**src/rtl/col_parity_engine.sv**
```systemverilog
// col_parity_engine: streams every slice of a ROWS x COLS x DEPTH state
// memory once, writing back either the theta-updated slice (mode 0) or the
// slice's column parity (mode 1). Slice 0 uses the parity of slice DEPTH-1,
// fetched up front by the PRE/LOAD states.
module col_parity_engine #(
    parameter int ROWS  = 5,
    parameter int COLS  = 5,
    parameter int DEPTH = 64,
    parameter int AW    = 7
) (
    input  logic                 clk,
    input  logic                 rst,
    input  logic                 start,
    input  logic                 mode,
    output logic                 rd_en,
    output logic [AW-1:0]        rd_addr,
    input  logic [ROWS*COLS-1:0] rd_data,
    output logic                 wr_en,
    output logic [AW-1:0]        wr_addr,
    output logic [ROWS*COLS-1:0] wr_data,
    output logic                 busy,
    output logic                 done
);

    localparam int W = ROWS * COLS;
    localparam logic [AW-1:0] LAST = AW'(DEPTH - 1);

    typedef enum logic [2:0] {
        S_IDLE,
        S_PRE,
        S_LOAD,
        S_RUN,
        S_DONE
    } state_t;

    state_t          r_state;
    state_t          w_state_nxt;
    logic [AW-1:0]   r_z;
    logic [AW-1:0]   w_z_nxt;
    logic [COLS-1:0] r_prev_par;
    logic [COLS-1:0] w_prev_nxt;
    logic            r_mode;
    logic            w_mode_nxt;

    logic [COLS-1:0] w_par;
    logic [W-1:0]    w_theta;
    logic [W-1:0]    w_par_line;

    // Column parity of the line currently presented on rd_data
    always_comb begin
        w_par = '0;
        for (int unsigned y = 0; y < ROWS; y++) begin
            for (int unsigned x = 0; x < COLS; x++) begin
                w_par[x] = w_par[x] ^ rd_data[y*COLS + x];
            end
        end
    end

    // Theta update: own left-neighbour column parity plus previous slice's right-neighbour parity
    always_comb begin
        w_theta = '0;
        for (int unsigned y = 0; y < ROWS; y++) begin
            for (int unsigned x = 0; x < COLS; x++) begin
                w_theta[y*COLS + x] = rd_data[y*COLS + x]
                                    ^ w_par[(x + COLS - 1) % COLS]
                                    ^ r_prev_par[(x + 1) % COLS];
            end
        end
    end

    // Parity-only line: column parity in the low bits, zero elsewhere
    always_comb begin
        w_par_line             = '0;
        w_par_line[COLS-1:0]   = w_par;
    end

    // State, slice counter, previous parity and latched mode
    always_ff @(posedge clk or negedge rst) begin
        if (!rst) begin
            r_state    <= S_IDLE;
            r_z        <= '0;
            r_prev_par <= '0;
            r_mode     <= 1'b0;
        end else begin
            r_state    <= w_state_nxt;
            r_z        <= w_z_nxt;
            r_prev_par <= w_prev_nxt;
            r_mode     <= w_mode_nxt;
        end
    end

    // Next-state decode and memory/handshake strobes
    always_comb begin
        w_state_nxt = r_state;
        w_z_nxt     = r_z;
        w_prev_nxt  = r_prev_par;
        w_mode_nxt  = r_mode;
        rd_en       = 1'b0;
        rd_addr     = '0;
        wr_en       = 1'b0;
        wr_addr     = '0;
        wr_data     = '0;
        busy        = 1'b0;
        done        = 1'b0;

        unique case (r_state)
            S_IDLE: begin
                if (start) begin
                    w_mode_nxt  = mode;
                    w_state_nxt = S_PRE;
                end
            end
            S_PRE: begin
                busy        = 1'b1;
                rd_en       = 1'b1;
                rd_addr     = LAST;
                w_state_nxt = S_LOAD;
            end
            S_LOAD: begin
                busy        = 1'b1;
                rd_en       = 1'b1;
                rd_addr     = '0;
                w_prev_nxt  = w_par;
                w_z_nxt     = '0;
                w_state_nxt = S_RUN;
            end
            S_RUN: begin
                busy       = 1'b1;
                wr_en      = 1'b1;
                wr_addr    = r_z;
                wr_data    = r_mode ? w_par_line : w_theta;
                w_prev_nxt = w_par;
                if (r_z != LAST) begin
                    rd_en   = 1'b1;
                    rd_addr = r_z + AW'(1);
                    w_z_nxt = r_z + AW'(1);
                end else begin
                    w_state_nxt = S_DONE;
                end
            end
            S_DONE: begin
                done        = 1'b1;
                w_state_nxt = S_IDLE;
            end
            default: begin
                w_state_nxt = S_IDLE;
            end
        endcase
    end

endmodule

```
**config.mk**
```make
export PLATFORM = sky130hd
export DESIGN_NAME = col_parity_engine
export DESIGN_NICKNAME = d
export VERILOG_FILES = /design/src/rtl/col_parity_engine.sv
export SDC_FILE = /design/constraint.sdc
export NUM_CORES = 1
export LEC_CHECK = 0
export BUFFER_PORTS_ARGS = -buffer_cell sky130_fd_sc_hd__buf_2
export CORE_UTILIZATION = 45
export CTS_CLUSTER_DIAMETER = 30
export CTS_CLUSTER_SIZE = 8
export DETAILED_ROUTE_END_ITERATION = 16
export GPL_TIMING_DRIVEN = 0
export PLACE_DENSITY = 0.76
export SLEW_MARGIN = 20
export SYNTH_ARGS = -nofsm -noshare
export SYNTH_HDL_FRONTEND = slang
export SYNTH_SLANG_ARGS = --single-unit
```
**constraint.sdc**
```tcl
create_clock -name clk -period 3.9 [get_ports clk]
set_input_delay 0.78 -clock clk [delete_from_list [all_inputs] [get_ports clk]]
set_output_delay 0.78 -clock clk [all_outputs]
set_load 0.005 [all_outputs]
```
# Yosys cells after proc, flatten, opt, wreduce, memory -nomap -nowiden
# Index checks and enable logic that the tools add are counted.
[classes] n_addsub=1 n_eq_ne=8 n_mux=15 n_bitwise=70 reduce_logical=8
[ops] operator="$xor A1 B1 Y1" count=70
[ops] operator="$mux W25" count=2
[ops] operator="$pmux W7 S2" count=2
[ops] operator="$mux W7" count=3
[ops] operator="$pmux W3 S4" count=1
[ops] operator="$add A7 B1 Y7 const B" count=1
[ops] operator="$ne A7 B6 Y1 const B" count=1
[ops] operator="$eq A3 B2 Y1 const B" count=2
[ops] operator="$mux W3" count=2
[ops] operator="$ne A2 B2 Y1 const B" count=3
[ops] operator="$reduce_and A2 Y1" count=3
[ops] operator="$mux W1" count=4
[ops] operator="$reduce_or A2 Y1" count=2
[ops] operator="$eq A3 B1 Y1 const B" count=1
[ops] operator="$eq A3 B3 Y1 const B" count=1
[ops] operator="$logic_not A3 Y1" count=1
[ops] operator="$reduce_or A3 Y1" count=1
[ops] operator="$pmux W1 S2" count=1
[ops] operator="$reduce_bool A2 Y1" count=1
[word_totals] register_bits=16 in_bits=29 output_inout_bits=43 word_cells=106

# Depth between registers and ports, before layout
# Gate-level depths: netlist (run 1).
[depth] ltp_word=8 ltp_mapped=7 mapped_depth_nobuf=6

# Worst setup path before layout (run 1)
# No wires, ideal clock.
[synth_timing] path_type="input to output" startpoint="in rd_data[10]" endpoint="out wr_data[6]" t_arrival_ns=1.956 t_required_ns=3.120 path_slack_ns=1.164 stages=5 path_buffers=0 path_cell_list="xnor3_2 > xnor2_4 > xnor2_2 > nor2_1 > nor3b_1"
[synth_between] elab_chain_len=7
[synth_lines] item="start: declaration" line="17" source="input logic [ROWS*COLS-1:0] rd_data,"
[synth_lines] item="$xor A1 B1 Y1 (3 in series)" line="54" source="w_par[x] = w_par[x] ^ rd_data[y*COLS + x];"
[synth_lines] item="$xor A1 B1 Y1" line="65" source="^ w_par[(x + COLS - 1) % COLS]"
[synth_lines] item="$xor A1 B1 Y1" line="66" source="^ r_prev_par[(x + 1) % COLS];"
[synth_lines] item="$mux W25" line="131" source="wr_data = r_mode ? w_par_line : w_theta;"
[synth_lines] item="$mux W25" line="106" source="unique case (r_state)"
[synth_lines] item="end: declaration" line="20" source="output logic [ROWS*COLS-1:0] wr_data,"
# Every way passes these cells.

# Worst setup path after layout (run 1)
[layout_timing] startpoint="in rd_data[3]" endpoint="out wr_data[19]"
[layout_between] elab_chain_len=8
[layout_lines] item="$xor A1 B1 Y1 (4 in series)" line="54"
[layout_lines] item="$xor A1 B1 Y1" line="65"
[layout_lines] item="$xor A1 B1 Y1" line="66"
[layout_lines] item="$mux W25" line="131"
[layout_lines] item="$mux W25" line="106"
# Every way passes these cells.

==> results of run 1 <==
-- critical path, cell delays in order --
cell     delay, ps
buf_2          130
xnor3_2        440
xnor2_2        330
xnor2_2        230
nor2_1          90
nor3b_2        160
buf_2          130
-- Yosys cell counts (2+ instances only) --
cell       n  area [sq um]
nand2b_1   3          18.8
a31oi_1    2          12.5
xnor3_1    3          67.6
clkbuf_1   7          26.3
xnor2_2   10           163
o21a_1     3          22.5
o21ai_1    2          10.0
nand2_1   29           109
o21ai_0    8          40.0
xnor2_1   25           219
inv_1      2          7.51
o22ai_1    4          25.0
nor2b_1    2          12.5
xnor3_2    2          47.6
a21oi_1   14          70.1
a21o_1     2          15.0
nor2_1    28           105
nor3b_2   12           150
dfrtp_1   16           400
and3_1     8          50.1
nand3_1    2          10.0
and2_1     2          12.5
-- sequential cells by signal, indices dropped and copies added, names as in the netlist --
name        flops
r_z             7
r_prev_par      5
r_state         3
r_mode          1
-- cell usage in the layout (no fill, tap or decap), types with 2 or more instances in the layout --
| cell | n |
|---|---|
| a21o_1 | 2 |
| a21oi_1 | 14 |
| a31oi_1 | 2 |
| and2_1 | 2 |
| and3_1 | 8 |
| buf_2 | 72 |
| clkbuf_1 | 7 |
| clkbuf_8 | 3 |
| dfrtp_1 | 16 |
| inv_1 | 2 |
| nand2_1 | 29 |
| nand2b_1 | 3 |
| nand3_1 | 2 |
| nor2_1 | 28 |
| nor2b_1 | 2 |
| nor3b_2 | 12 |
| o21a_1 | 3 |
| o21ai_0 | 8 |
| o21ai_1 | 2 |
| o22ai_1 | 4 |
| xnor2_1 | 25 |
| xnor2_2 | 10 |
| xnor3_1 | 3 |
| xnor3_2 | 2 |
-- final cells by class --
class                   instances  area [sq um]  area share (%)
well taps                      48          60.1            2.76
multi-input cells             174          1280            58.9
flip-flops and latches         16           400            18.4
inverters                       2          7.51           0.344
repair buffers                 71           355            16.3
clock buffers                   3          41.3            1.89
plain buffers                   8          31.3            1.44
-- layer usage --
layer  up-vias  wire length (um)  part of all wire, %
met5         -                 0                    0
met4         0                45                  1.2
met3         4               250                  6.7
met2        66              1830                   49
met1       723              1620                   43
li1        830                 -                    -
-- where the power goes --
part | leakage, nW | switching (mW) | internal [mW]
clock | 0.0216 | 0.0548 | 0.0685
combinational | 0.858 | 0.526 | 0.569
sequential | 0.188 | 0.0855 | 0.224
total | 1.07 | 0.666 | 0.862
-- path summary, 6_finish.rpt --
kind                               endpoint  slack [ps]  cells after the start
worst max register to register       r_z[3]        1980                      6
worst min-delay path                 r_z[2]         430                      1
worst max-delay path            wr_data[19]         840                      7
max in group asynchronous        r_state[0]        3200                      1
worst min register to register   r_state[0]         530                      1
min in group clk                 r_state[0]         530                      1
-- kinds of logic (layout without fill, tap and decap cells) --
kind of cell,Yosys count,after routing,synth area share [%]
AND/OR/NAND/NOR,92,92,29.5
XOR/XNOR,42,42,30.9
multiplexers,1,1,0.654
AO/OA/AOI/OAI,38,38,12.7
buffers and inverters,10,84,2.25
adder cells (fa/ha/maj),1,1,0.726
flip-flops,16,16,23.2
-- metrics by stage --
| stage | worst slack, ps | instances | hold slack, ps | cell area, sq um |
|---|---|---|---|---|
| CTS | 833 | 322 | 447 | 2180 |
| floorplan | 1160 | 200 | 467 | 1720 |
| finish | 844 | 322 | 433 | 2180 |
| detailed placement | 846 | 319 | 534 | 2140 |
| global placement | 841 | 319 | 516 | 2140 |
| global route | 618 | 322 | 465 | 2180 |
==> impl_metrics.ini, run 1 <==
[outcome]
status = completed

[setup_path]
regToRegStartpoint = r_z[0]
arrival_ps = 2280
required_ps = 3120
crit_path_start = rd_data[3]
endpoint_kind = primary output
crit_type = in -> out
crit_path_max_fanout = 8
startpoint_type = primary input

[sta]
rsz0062_at_grt = no
finalHoldViolCount = 0
worst-slew-pin-transition_ps = 582
fin_crit_sh_pct = 78.4
fmax_ghz = 0.327
skew_ps = 2.10
setup_tns_ps = 0
setup_viol = 0
maxSlewViolCount = 0
period_needed_ps = 3060
max-slew-margin-rel_pct = 61.0

[flow_run]
cap_violations = 0

[place]
hpwl_um = 3050
place_congestion = 0.799
port_buffers = 71

[logic_synthesis]
synth_area_sq_um = 1720
synthDistinctLibCells = 36
synth_cells = 200
synth_ff_type = dfrtp_1
synth-edff-count = 0
synth_seq_cells = 16
synthesis.nets = 230
synth_warnings = 0
ys_seq_area_share_pct = 23.2
synth-async-reset-ratio_pct = 100
synth_area_per_cell_sq_um = 8.61

[global_route]
antenna_found_initial = 0
gr-usage-met3_pct = 2.50
grt_first_pass_wirelength_um = 6460
grt_use_met2_pct = 34.8
grt_max_degree = 17
track_usage_pct = 19.6
top_usage_layer = met2
overflow = 0
use_met1_pct = 24.4
grt_pass1_vias = 1509

[floorplanning]
die_w_um = 63.9
die_h_um = 63.9
pin_count = 72
dieArea_sq_um = 4080
start_util_pct = 47.1
rows = 22
core_area_sq_um = 3660

[clock_tree]
clkTransAtPathRegs_ps = 60
clock_latency_ps = 250
cts_buffer_depth = 2
h-tree-depth = 1
cts_tree = built
clock-sinks = 16
root_buffer = clkbuf_8
numCtsBuffers = 3
post_cts_resize_count = 0
cts_setup_buffers = 0
hold_buffers = 0

[drt]
drt_iter0_drc = 50
wl_um = 3750
vias = 1623
route.detailed.drc = 0
vias_per_cell = 5.04
ant_nets = 0
dr.pass1.iters = 4
wire_per_inst_um = 11.6

[hold_path]
min_path_type = in -> async

[final_layout]
fillers = 351
drive_gt1_share_pct = 37.2
final_nets = 306
synthToLayoutAreaGrowth_pct = 26.5
diodes = 0
final_util_pct = 59.5

[power]
power_density_nw_per_um2 = 701
power_mw = 1.53
irDropWorstVdd_v = 0.000421
p_leak_nw = 1.07
(Power assumes the default switching activity.)
==> inputs of run 2 (changes only) <==
- CORE_UTILIZATION: 45 -> 44
- PLACE_DENSITY: 0.76 -> 0.77
- clock period: 3.9 -> 2.7 ns (I/O delays scaled with it)
==> run 2 against run 1 <==
  * Routed wire length increased by 0.21%
  * Clock-buffer cell count unchanged
  * Non-clock buffer count decreased by 1
  * Sequential power increased by 50%
  * Core utilization increased by 0.13 points
  * Sequential cell count unchanged
  * Via count decreased by 1.2%
  * Clock power increased by 41%
==> impl_metrics.ini, run 2 (same netlist as run 1, synthesis figures left out) <==
[final_layout]
diodes = 0
synthToLayoutAreaGrowth_pct = 28.7
top_register = r_z
final_nets = 305
postLayoutCellArea_sq_um = 2220
layout.cells.most_common = buf_2
seq_area_sq_um = 402
largest_reg_flops = 7
fillers = 336
top_regs = r_z: 7 flops, r_prev_par: 5 flops, r_state: 3 flops
drive_gt1_share_pct = 38.8
multi_input_area_sq_um = 1320
layout_common_cells = buf_2, nand2_1, nor2_1, xnor2_1, dfrtp_1

[setup_path]
endpoint_kind = primary output
crit_path_max_fanout = 8
startpoint_type = primary input
reg2reg_depth = 6
arrival_ps = 2040
required_ps = 2160
crit_type = in -> out

[global_route]
track_usage_pct = 19.1
grt_pass1_vias = 1471
overflow = 0
grt_first_pass_wirelength_um = 6300
antenna_found_initial = 0
grt_max_degree = 17

[clock_tree]
cts_setup_buffers = 0
clkTransAtPathRegs_ps = 60
post_cts_resize_count = 2
root_buffer = clkbuf_8
cts_tree = built
numCtsBuffers = 3
cts_buffer_depth = 2
clock-sinks = 16
hold_buffers = 0
clock_latency_ps = 240
h-tree-depth = 1

[floorplanning]
core_area_sq_um = 3720
rows = 22
die_w_um = 64.6
pin_count = 72
die_h_um = 64.6
dieArea_sq_um = 4170
start_util_pct = 46.4

[drt]
wl_um = 3750
dr.pass1.iters = 4
wire_per_inst_um = 11.7
drt_iter0_drc = 29
ant_nets = 0
vias = 1603
route.detailed.drc = 0
vias_per_cell = 4.99

[sta]
skew_ps = 5.08
fin_crit_sh_pct = 95.5
finalHoldViolCount = 0
setup_viol = 0
rsz0062_at_grt = no
period_needed_ps = 2580
maxSlewViolCount = 0
whs_ps = 199
max-slew-margin-rel_pct = 71.1
setup_slack_ps = 123
worst-slew-pin-transition_ps = 431
fmax_ghz = 0.388
setup_tns_ps = 0

[hold_path]
min_path_type = in -> async

[power]
power_density_nw_per_um2 = 1010
irDropWorstVdd_v = 0.000626
p_leak_nw = 1.08

[place]
place_congestion = 0.849
preCtsSetupSlack_ps = 84.7
port_buffers = 71
hpwl_um = 2970
dpl_cell_area_sq_um = 2140

[flow_run]
cap_violations = 0

[outcome]
status = completed
run 2: worst max-delay path, cell delays in order:
cell	delay [ps]
buf_2	130
xnor3_2	470
xnor2_4	280
xnor2_4	200
nor2_1	100
nor3b_2	180
buf_2	140
run 2: cell type report:
type,count,share of cell area [%]
Tap cell,48,2.71
Sequential cell,16,18.1
Timing Repair Buffer,71,16.0
Buffer,7,1.41
Clock buffer,3,1.86
Inverter,2,0.339
Multi-Input combinational cell,174,59.5
run 2: metal layers:
| layer | global-route usage [%] | wire [um] |
|---|---|---|
| met1 | 22.9 | 1720 |
| met2 | 34.9 | 1790 |
| met3 | 2.46 | 212 |
| met4 | 5.83 | 33 |
| met5 | 0 | 0 |
run 2: path summary, 6_finish.rpt:
kind | start | to | slack, ps
max | rd_data[3] | wr_data[24] | 120
min | rst | r_z[0] | 200
max reg2reg | r_z[0] | r_state[0] | 940
min reg2reg | r_state[2] | r_state[0] | 530
max in group asynchronous | rst | r_state[2] | 2210
min in group clk | mode | r_mode | 530
run 2: report_power, final:
part	leakage, nW	internal [mW]	switching (mW)
Sequential	0.187	0.324	0.139
Combinational	0.875	0.847	0.754
Clock	0.0216	0.0987	0.0747
Total	1.08	1.27	0.968
run 2: through the flow:
step                      power (mW)  instances  utilization (%)
after global routing            2.47        321             59.7
after CTS                       2.22        321             58.7
final                           2.24        321             59.7
after detailed placement        2.03        319             57.5
after global placement          2.00        319             57.5
after floorplan                 1.49        200                -
==> inputs of run 3 (changes only) <==
- CORE_ASPECT_RATIO: not set -> 0.5
==> run 3 against run 2 <==
  * Combinational power is essentially flat
  * Global-route usage increased by 1.2 points
  * Power up 1.6%
  * Largest power group unchanged
  * Critical endpoint is now wr_data[9]
  * Core utilization grew 1.9 points
  * Worst hold slack worse by 7.9 ps
==> impl_metrics.ini, run 3 (same netlist as run 1, synthesis figures left out) <==
[power]
p_seq_share_pct = 20.3
irDropWorstVdd_v = 0.000667
combPwrFrac_pct = 70.0
sw_frac_of_total_pct = 43.4
clockPowerShare_pct = 9.7
p_sw_mw = 0.987
power_density_nw_per_um2 = 1030
power_mw = 2.27
internal-power_mw = 1.28
p_leak_nw = 1.09

[drt]
route.detailed.drc = 0
dr.pass1.iters = 4
drt_iter0_drc = 53
ant_nets = 0
vias = 1655
wire_per_inst_um = 12.3
wl_um = 3990
vias_per_cell = 5.09

[floorplanning]
start_util_pct = 48.1
die_h_um = 46.3
pin_count = 72
rows = 15
die_w_um = 90.5
dieArea_sq_um = 4190
core_area_sq_um = 3580

[sta]
period_needed_ps = 2570
setup_viol = 0
fmax_ghz = 0.390
maxSlewViolCount = 0
skew_ps = 1.38
max-slew-margin-rel_pct = 60.4
worst-slew-pin-transition_ps = 592
finalHoldViolCount = 0
rsz0062_at_grt = yes
fin_crit_sh_pct = 95.0

[final_layout]
top_regs = r_z: 7 flops, r_prev_par: 5 flops, r_state: 3 flops
synthToLayoutAreaGrowth_pct = 28.1
drive_gt1_share_pct = 39.1
layout_common_cells = buf_2, nand2_1, nor2_1, xnor2_1, dfrtp_1
fillers = 349
diodes = 0
final_nets = 305
layout.cells.most_common = buf_2
top_register = r_z
largest_reg_flops = 7
instances_no_fill = 325

[setup_path]
path_delay_family = XOR/XNOR gates
r2r-end = r_z[5]
crit_type = in -> out
reg2reg_slack_ps = 840
cpPeakStageDelay_ps = 440
regToRegStartpoint = r_z[0]
arrival_ps = 2030
worstPathCellList = buf_2, xnor3_2, xnor2_2, xnor2_2, nor2_1, nor3b_2, buf_2
crit_buf_inv = 2
startpoint_type = primary input
crit_path_max_fanout = 8
required_ps = 2160
slowest_stage = xnor3_2
reg2reg_depth = 5
endpoint_kind = primary output

[clock_tree]
cts_setup_buffers = 0
root_buffer = clkbuf_8
clock-sinks = 16
h-tree-depth = 1
numCtsBuffers = 3
clkTransAtPathRegs_ps = 70
clock_latency_ps = 250
hold_buffers = 0
cts_buffer_depth = 2
cts_tree = built

[outcome]
status = completed

[place]
port_buffers = 71
dp_cells = 322
place_congestion = 0.846
hpwl_um = 3200

[flow_run]
cap_violations = 0

[global_route]
grt_first_pass_wirelength_um = 6590
overflow = 0
antenna_found_initial = 0
grt_pass1_vias = 1455
grt_max_degree = 17
track_usage_pct = 20.2

[hold_path]
min_path_type = in -> async
-- run 3: stage by stage --
step / worst slack, ps / util [%] / TNS [ps] / hold slack (ps) / cell area (sq um)
3_5_place_dp: 117 / 59.8 / 0 / 481 / 2140
4_1_cts: 12.9 / 61.4 / 0 / 198 / 2200
6_report: 134 / 61.6 / 0 / 191 / 2210
5_1_grt: -3.44 / 61.6 / -3.44 / 207 / 2210
2_1_floorplan: 444 / - / 0 / 244 / 1720
3_3_place_gp: 124 / 59.8 / 0 / 474 / 2140
-- run 3: worst register-to-register path: stages (launching register included) --
cell and delay, ps:
dfrtp_1 440, ha_2 270, nand4_1 150, nor3b_2 530, o21ai_0 190, a21oi_1 190
-- run 3: what timing repair did --
| item | 4_1_cts | 5_1_grt |
|---|---|---|
| setup endpoints to repair | 20 | 23 |
| pin swaps | 0 | 0 |
| gates resized for setup | 2 | 5 |
| cloned | 0 | 0 |
-- run 3: area by class of cell --
class | instances | area (sq um) | share of cell area, %
Tap cell | 51 | 63.8 | 2.89
Sequential cell | 16 | 400 | 18.1
Timing Repair Buffer | 71 | 355 | 16.1
Inverter | 2 | 7.51 | 0.340
Clock buffer | 4 | 55.1 | 2.49
Buffer | 7 | 31.3 | 1.42
Multi-Input combinational cell | 174 | 1290 | 58.6
-- run 3: how the worst max path moves through the flow --
stage | to | start | slack, ps | cells past startpoint
2_1_floorplan | wr_data[6] | rd_data[10] | 440 | 5
3_3_place_gp | wr_data[9] | rd_data[3] | 120 | 7
3_5_place_dp | wr_data[9] | rd_data[3] | 120 | 7
4_1_cts | wr_data[19] | r_state[0] | 10 | 8
5_1_grt | wr_data[19] | rd_data[3] | -3 | 7
6_report | wr_data[9] | rd_data[3] | 130 | 7
-- run 3: layer usage --
metal,up-vias,track usage (%),wire [um]
met3,4,3.96,217
met4,0,7.10,30
met1,772,26.1,1870
li1,827,-,-
met2,52,35.0,1880
met5,-,0,0
-- run 3: power by group through the flow --
stage / Clock, mW / Combinational [mW] / Sequential (mW)
final: 0.219 / 1.59 / 0.462
after floorplan: 0 / 1.07 / 0.422
after global routing: 0.240 / 1.78 / 0.478
after CTS: 0.227 / 1.61 / 0.450
after global placement: 0 / 1.56 / 0.448
after detailed placement: 0 / 1.60 / 0.453
